File: src/rtl/seg_pkg.sv
// Shared constants and helpers for the multiplexed seven-segment scanner.
// Segment codes are active-low: bit7 = dp, bits6..0 = g..a.
// Also holds the converter state type and the width helper functions.
package seg_pkg;

  // Digit glyphs 0..9, index 0 in the least significant byte.
  localparam logic [9:0][7:0] SEG_DIGITS = {
    8'h90, 8'h80, 8'hF8, 8'h82, 8'h92,
    8'h99, 8'hB0, 8'hA4, 8'hF9, 8'hC0
  };
  localparam logic [7:0] SEG_MINUS = 8'hBF;
  localparam logic [7:0] SEG_BLANK = 8'hFF;

  typedef enum logic [1:0] {
    CV_IDLE  = 2'd0,
    CV_SHIFT = 2'd1,
    CV_DONE  = 2'd2
  } cv_state_e;

  // Bits needed to index n digits (at least one bit).
  function automatic int idx_width(input int n);
    return (n <= 2) ? 1 : $clog2(n);
  endfunction

  // Bits needed to hold the value max (at least one bit).
  function automatic int cnt_width(input int max);
    return (max <= 1) ? 1 : $clog2(max + 1);
  endfunction

  // BCD digits kept by the converter: enough for any DATA_W-bit value,
  // and never fewer than the display so overflow can be judged.
  function automatic int bcd_slots(input int data_w, input int digits);
    int need;
    need = (data_w * 30103) / 100000 + 1;
    return (need > digits) ? need : digits;
  endfunction

  // Glyph for one BCD digit; non-decimal nibbles render blank.
  function automatic logic [7:0] digit_code(input logic [3:0] d);
    if (d > 4'd9) return SEG_BLANK;
    return SEG_DIGITS[d];
  endfunction

endpackage

File: src/rtl/bin2bcd_seq.sv
// Sequential binary-to-BCD converter (shift-add-3), one input bit per cycle.
// Latency: start accepted in IDLE/DONE, DATA_W SHIFT cycles, result valid during DONE.
// No backpressure: bcd is held until the next start is accepted.
module bin2bcd_seq
  import seg_pkg::*;
#(
  parameter int DATA_W = 20,
  parameter int DIGITS = 6,
  localparam int NB = bcd_slots(DATA_W, DIGITS),
  localparam int BW = 4 * NB
) (
  input  logic              sys_clk,
  input  logic              sys_rst,
  input  logic              start,
  input  logic [DATA_W-1:0] bin,
  output logic              busy,
  output logic              done,
  output logic [BW-1:0]     bcd
);

  localparam int BCW = (DATA_W > 1) ? $clog2(DATA_W) : 1;

  cv_state_e         state_q, state_d;
  logic [DATA_W-1:0] sh_q, sh_d;
  logic [BW-1:0]     acc_q, acc_d;
  logic [BCW-1:0]    bit_cnt_q, bit_cnt_d;
  logic [BW-1:0]     acc_adj;
  logic              load;

  // Converter state register
  always_ff @(posedge sys_clk or posedge sys_rst) begin
    if (sys_rst) state_q <= CV_IDLE;
    else         state_q <= state_d;
  end

  // Next state: DONE chains straight into a new conversion when start is held
  always_comb begin
    state_d = state_q;
    case (state_q)
      CV_IDLE:  if (start) state_d = CV_SHIFT;
      CV_SHIFT: if (bit_cnt_q == BCW'(DATA_W - 1)) state_d = CV_DONE;
      CV_DONE:  state_d = start ? CV_SHIFT : CV_IDLE;
      default:  state_d = CV_IDLE;
    endcase
  end

  // Status outputs decoded from the current state
  always_comb begin
    busy = (state_q == CV_SHIFT);
    done = (state_q == CV_DONE);
    bcd  = acc_q;
  end

  // Add 3 to every digit >= 5, then shift the next binary MSB in
  always_comb begin
    load    = start && (state_q != CV_SHIFT);
    acc_adj = acc_q;
    for (int i = 0; i < NB; i++) begin
      if (acc_q[4*i +: 4] >= 4'd5) acc_adj[4*i +: 4] = acc_q[4*i +: 4] + 4'd3;
    end
    sh_d      = sh_q;
    acc_d     = acc_q;
    bit_cnt_d = bit_cnt_q;
    if (load) begin
      sh_d      = bin;
      acc_d     = '0;
      bit_cnt_d = '0;
    end else if (state_q == CV_SHIFT) begin
      sh_d      = sh_q << 1;
      acc_d     = {acc_adj[BW-2:0], sh_q[DATA_W-1]};
      bit_cnt_d = bit_cnt_q + BCW'(1);
    end
  end

  // Datapath registers
  always_ff @(posedge sys_clk or posedge sys_rst) begin
    if (sys_rst) begin
      sh_q      <= '0;
      acc_q     <= '0;
      bit_cnt_q <= '0;
    end else begin
      sh_q      <= sh_d;
      acc_q     <= acc_d;
      bit_cnt_q <= bit_cnt_d;
    end
  end

endmodule

File: src/rtl/seg_scan_multi.sv
// Multiplexed seven-segment driver: continuous BCD conversion, frame-locked display, blink, dp.
// Latency: sel/seg update one cycle after each scan tick; new values appear at the next frame boundary.
// No backpressure: data/point/sign are sampled whenever the converter restarts.
module seg_scan_multi
  import seg_pkg::*;
#(
  parameter int DIGITS       = 6,
  parameter int DATA_W       = 20,
  parameter int CNT_MAX      = 49_999,
  parameter int BLINK_FRAMES = 250
) (
  input  logic              sys_clk,
  input  logic              sys_rst,
  input  logic [DATA_W-1:0] data,
  input  logic [DIGITS-1:0] point,
  input  logic              sign,
  input  logic              seg_en,
  input  logic [DIGITS-1:0] blink,
  output logic [DIGITS-1:0] sel,
  output logic [7:0]        seg
);

  localparam int IW = idx_width(DIGITS);
  localparam int CW = cnt_width(CNT_MAX);
  localparam int FW = cnt_width(BLINK_FRAMES - 1);
  localparam int NB = bcd_slots(DATA_W, DIGITS);

  // Scan timing
  logic [CW-1:0] cnt_q, cnt_d;
  logic [IW-1:0] idx_q, idx_d;
  logic [FW-1:0] fcnt_q, fcnt_d;
  logic          blink_off_q, blink_off_d;
  logic          tick, frame_end;

  // Converter interface and captured attributes
  logic              cv_busy, cv_done;
  logic [4*NB-1:0]   cv_bcd;
  logic              sign_cap_q;
  logic [DIGITS-1:0] point_cap_q;

  // Last finished conversion, waiting for a frame boundary
  logic [4*NB-1:0]   res_bcd_q;
  logic              res_sign_q;
  logic [DIGITS-1:0] res_point_q;
  logic              res_vld_q;

  // Display register and outputs
  logic [7:0]        disp_q   [DIGITS];
  logic [7:0]        disp_d   [DIGITS];
  logic [7:0]        disp_new [DIGITS];
  logic [DIGITS-1:0] sel_q, sel_d;
  logic [7:0]        seg_q, seg_d;
  int                msd;
  logic              ovf;

  // Start is tied high so the converter runs back to back
  bin2bcd_seq #(
    .DATA_W (DATA_W),
    .DIGITS (DIGITS)
  ) u_bin2bcd (
    .sys_clk (sys_clk),
    .sys_rst (sys_rst),
    .start   (1'b1),
    .bin     (data),
    .busy    (cv_busy),
    .done    (cv_done),
    .bcd     (cv_bcd)
  );

  // Divider tick, digit index advance and blink phase bookkeeping
  always_comb begin
    tick        = (cnt_q == CW'(CNT_MAX));
    frame_end   = tick && (idx_q == IW'(DIGITS - 1));
    cnt_d       = tick ? '0 : cnt_q + CW'(1);
    idx_d       = idx_q;
    fcnt_d      = fcnt_q;
    blink_off_d = blink_off_q;
    if (tick) idx_d = frame_end ? '0 : idx_q + IW'(1);
    if (frame_end) begin
      if (fcnt_q == FW'(BLINK_FRAMES - 1)) begin
        fcnt_d      = '0;
        blink_off_d = ~blink_off_q;
      end else begin
        fcnt_d = fcnt_q + FW'(1);
      end
    end
  end

  // Scan timing registers
  always_ff @(posedge sys_clk or posedge sys_rst) begin
    if (sys_rst) begin
      cnt_q       <= '0;
      idx_q       <= '0;
      fcnt_q      <= '0;
      blink_off_q <= 1'b0;
    end else begin
      cnt_q       <= cnt_d;
      idx_q       <= idx_d;
      fcnt_q      <= fcnt_d;
      blink_off_q <= blink_off_d;
    end
  end

  // Sign/point follow the value: sampled as the converter takes data, kept with its result
  always_ff @(posedge sys_clk or posedge sys_rst) begin
    if (sys_rst) begin
      sign_cap_q  <= 1'b0;
      point_cap_q <= '0;
      res_bcd_q   <= '0;
      res_sign_q  <= 1'b0;
      res_point_q <= '0;
      res_vld_q   <= 1'b0;
    end else begin
      if (!cv_busy) begin
        sign_cap_q  <= sign;
        point_cap_q <= point;
      end
      if (cv_done) begin
        res_bcd_q   <= cv_bcd;
        res_sign_q  <= sign_cap_q;
        res_point_q <= point_cap_q;
        res_vld_q   <= 1'b1;
      end
    end
  end

  // Render the pending result: zero suppression, minus placement, overflow, dp
  always_comb begin
    msd = 0;
    for (int i = 0; i < NB; i++) begin
      if (res_bcd_q[4*i +: 4] != 4'd0) msd = i;
    end
    ovf = (msd + 1 + (res_sign_q ? 1 : 0)) > DIGITS;
    for (int i = 0; i < DIGITS; i++) begin
      if (ovf)                            disp_new[i] = SEG_MINUS;
      else if (i <= msd)                  disp_new[i] = digit_code(res_bcd_q[4*i +: 4]);
      else if (res_sign_q && i == msd + 1) disp_new[i] = SEG_MINUS;
      else                                disp_new[i] = SEG_BLANK;
      if (!ovf && res_point_q[i]) disp_new[i][7] = 1'b0;
    end
  end

  // Display only changes at a frame boundary so a frame never mixes two values
  always_comb begin
    disp_d = disp_q;
    if (frame_end && res_vld_q) disp_d = disp_new;
  end

  // Display register
  always_ff @(posedge sys_clk or posedge sys_rst) begin
    if (sys_rst) disp_q <= '{default: SEG_BLANK};
    else         disp_q <= disp_d;
  end

  // Output select: sel dark for the cycle after a tick, seg already shows the new digit
  always_comb begin
    sel_d = '0;
    if (seg_en && !tick) sel_d = {{(DIGITS-1){1'b0}}, 1'b1} << idx_q;
    if (!seg_en)                          seg_d = SEG_BLANK;
    else if (blink_off_d && blink[idx_d]) seg_d = SEG_BLANK;
    else                                  seg_d = disp_d[idx_d];
  end

  // Output registers
  always_ff @(posedge sys_clk or posedge sys_rst) begin
    if (sys_rst) begin
      sel_q <= '0;
      seg_q <= SEG_BLANK;
    end else begin
      sel_q <= sel_d;
      seg_q <= seg_d;
    end
  end

  assign sel = sel_q;
  assign seg = seg_q;

endmodule

File: config.mk
export PLATFORM = sky130hd
export DESIGN_NAME = seg_scan_multi
export DESIGN_NICKNAME = d
export VERILOG_FILES = /design/src/rtl/seg_pkg.sv /design/src/rtl/bin2bcd_seq.sv /design/src/rtl/seg_scan_multi.sv
export SDC_FILE = /design/constraint.sdc
export NUM_CORES = 1
export LEC_CHECK = 0
export CAP_MARGIN = 25
export CORE_MARGIN = 1.5
export CORE_UTILIZATION = 30
export DETAILED_ROUTE_END_ITERATION = 16
export PLACE_DENSITY = 0.51
export SLEW_MARGIN = 5
export SYNTH_ARGS = -nofsm -noshare
export SYNTH_HDL_FRONTEND = slang
export SYNTH_SLANG_ARGS = --single-unit
File: constraint.sdc
create_clock -name sys_clk -period 13.1 [get_ports sys_clk]
set_clock_uncertainty 0.15 [all_clocks]
set_input_delay 1.965 -clock sys_clk [delete_from_list [all_inputs] [get_ports sys_clk]]
set_output_delay 1.965 -clock sys_clk [all_outputs]
set_load 0.03 [all_outputs]
==> impl_metrics.py <==
metrics = {
    "sta": {
        "setup_tns_ns": 0,
        "hold_viol": 0,
        "relSlewSlack_pct": 41.87,
        "slew_violations": 0,
        "fmax_mhz": 226.8,
        "worstMarginPinSlew_ns": 0.8628,
        "rsz0062_at_grt": "false",
        "period_share_pct": 33.65,
        "period_needed_ns": 4.409,
        "finalSetupViolCount": 0,
    },
    "min_path": {
        "hp-start": "u_bin2bcd.sh_q[3]",
        "hold_path.class": "reg -> reg",
    },
    "clocking": {
        "tritoncts": "built",
        "clk_pin_slew_ns": 0.08,
        "insertion_delay_ns": 0.46,
        "cts_root_buffer": "clkbuf_16",
        "cts_buffers": 17,
        "cts_sinks": 188,
        "postCtsSetupBuffers": 0,
        "ctsResizeCount": 0,
        "hold_buffers": 0,
        "clk_path_buf_depth": 2,
        "htreeDepth": 4,
    },
    "final_layout": {
        "fillers": 3195,
        "n_antenna_cell": 0,
        "drive_gt1_share_pct": 13.49,
        "seq_area_um2": 4775,
        "syn2layout_area_growth_pct": 16.10,
        "postLayoutCoreUtil_pct": 35.40,
        "multiInputGateArea_um2": 4512,
        "nets": 1144,
        "layoutNonFillerInstCount": 1462,
    },
    "global_route": {
        "grt_max_degree": 120,
        "antenna_found_initial": 0,
        "grt_pass1_wl_mm": 35.33,
        "grt_usage_pct": 13.20,
        "grt_pass1_vias": 6766,
        "gr-total-overflow": 0,
    },
    "run": {
        "maxCapViolations": 0,
    },
    "logic_synthesis": {
        "synthCells": 1010,
        "yosysSeqAreaShare_pct": 49.62,
        "synth-edff-count": 0,
        "yosys.area.top_type_share_pct": 34.33,
        "synth_area_leaders": "dfrtp_1, dfstp_2, ha_1",
        "synth-seq-cells": 188,
        "yosysTopAreaCell": "dfrtp_1",
        "async_flop_share_pct": 100.0,
        "avgSynthCellArea_um2": 9.528,
        "synth_area_um2": 9623,
        "synth.distinct_cells": 63,
        "syn_nets": 1107,
        "synth_flop_cell": "dfrtp_1",
        "ys_warn_count": 0,
    },
    "place": {
        "dp_hpwl_mm": 14.77,
        "place_congestion": 0.8133,
        "io_buffers": 49,
        "dp.cells": 1428,
    },
    "floorplan": {
        "fp-row-count": 65,
        "start_util_pct": 30.50,
        "die_width_um": 182.1,
        "die_h_um": 182.1,
        "die-area_um2": 33160,
        "core_um2": 31560,
        "pin_count": 50,
    },
    "setup_path": {
        "worstPathRequired_ns": 13.30,
        "crit_start": "res_bcd_q[20]",
        "critPathArrivalTime_ns": 4.61,
        "cp-end-kind": "register",
        "criticalPathCategory": "reg -> reg",
        "crit_path_max_fanout": 7,
        "reg2reg_from": "res_bcd_q[20]",
        "cp-start-kind": "register",
        "regToRegSetupSlack_ns": 8.69,
    },
    "status": {
        "status": "finished clean",
    },
    "drt": {
        "drc_errors": 0,
        "drt_iter0_markers": 382,
        "viasPerCell": 4.769,
        "ant_nets": 0,
        "num_vias": 6973,
        "first_pass_iters": 4,
        "wl_per_cell_um": 14.21,
        "drt_wl_total_mm": 20.77,
    },
    "pwr": {
        "p_per_area_nw_per_um2": 143.1,
        "leakage_nw": 4.787,
        "peakVddDrop_uv": 83.84,
    },
}
[cell type report]
type | instances | share of cell area, %
clock buffer | 17 | 3.808
clock inverter | 15 | 1.915
multi-input combinational | 735 | 40.39
inverter | 48 | 1.680
tap | 402 | 4.502
timing repair buffer | 57 | 4.973
sequential | 188 | 42.74
[report_power, final]
group	internal, mW	switching [mW]	total (mW)
Clock	0.269	0.279	0.548
Sequential	0.613	0.0426	0.656
Combinational	0.146	0.249	0.395
[final timing paths]
| path | to | cells after the start |
|---|---|---|
| worst max-delay path | seg[6] | 16 |
| worst min-delay path | u_bin2bcd.sh_q[4] | 2 |
| worst max register to register | seg[6] | 16 |
| worst min register to register | u_bin2bcd.sh_q[4] | 2 |
| max in group asynchronous | u_bin2bcd.bcd[1] | 3 |
| min in group asynchronous | res_bcd_q[13] | 2 |
[per-layer routing]
layer  wire, µm  vias to the layer above  track usage, %  part of all wire [%]
li1           -                     3502               -                     -
met1      10600                     3381           18.68                    51
met2       9447                       78           20.70                    45
met3        477                       12           2.175                   2.3
met4        246                        0           3.934                   1.2
met5          0                        -               0                     0
[worst max-delay path, stage by stage (launching register included)]
cell and delay (ns):
dfrtp_1 0.41, inv_1 0.13, ha_1 0.18, nor3b_1 0.60
o21ai_0 0.19, nand2_1 0.19, inv_1 0.10, ha_1 0.20
inv_1 0.05, ha_1 0.27, xnor2_1 0.18, o21ai_0 0.69
nor3_1 0.11, mux2_2 0.31, mux2_2 0.26, a22oi_1 0.17
o211ai_2 0.11
[synthesized netlist by cell type (all sizes together) (2+ instances only)]
cell,count
buf,14
nand2,174
a21oi,57
nand3b,4
a221oi,2
nor2b,13
nor4,5
nor2,116
nand2b,18
a22oi,2
o21ai,64
a21o,6
or4b,2
clkbuf,25
and2,4
ha,61
nor3b,6
or3,5
nand4,8
inv,47
dfrtp,132
or2,4
nor3,17
o21a,9
xor2,11
or4,2
o31ai,5
o2111ai,7
dfstp,56
o211ai,15
mux2,29
mux2i,8
nand3,20
a31oi,8
o22ai,6
xnor2,18
a211oi,4
and3,12
o21bai,3
[registers in the layout (all words and copies together) (netlist names), 8 cells and up]
name / cells
disp_q: 48
res_bcd_q: 28
u_bin2bcd.bcd: 28
u_bin2bcd.sh_q: 20
cnt_q: 16
fcnt_q: 8
seg: 8
[cell usage in the layout, fill, tap and decap left out, types with 20 or more instances in the layout]
cell	n
nor2_1	116
mux2_2	29
dfrtp_1	132
nand2_1	174
dfstp_2	56
ha_1	61
nand3_1	20
inv_1	46
o21ai_0	61
clkdlybuf4s50_1	49
a21oi_1	57
[cell families (layout without fill, tap and decap cells)]
logic type / Yosys count / after routing / share of synthesized area, %
compound gates: 197 / 197 / 12.42
mux: 37 / 37 / 4.226
fa+ha+maj: 61 / 61 / 7.931
xor+xnor: 29 / 29 / 2.639
buf+inv: 87 / 137 / 3.667
flops: 188 / 188 / 49.62
simple gates: 411 / 411 / 19.50
[through the flow]
stage                     setup slack [ns]  hold slack (ns)  cell area (µm²)  total power [mW]
after floorplan                      5.964           0.2558             9623            0.9457
after global placement               8.820           0.2673            10510             1.058
after detailed placement             8.685           0.2732            10510             1.059
after CTS                            8.711           0.2951            11150             1.616
after global routing                 8.222           0.3169            11170             1.697
final                                8.691           0.2913            11170             1.598
Power figures use the tool's default switching activity.
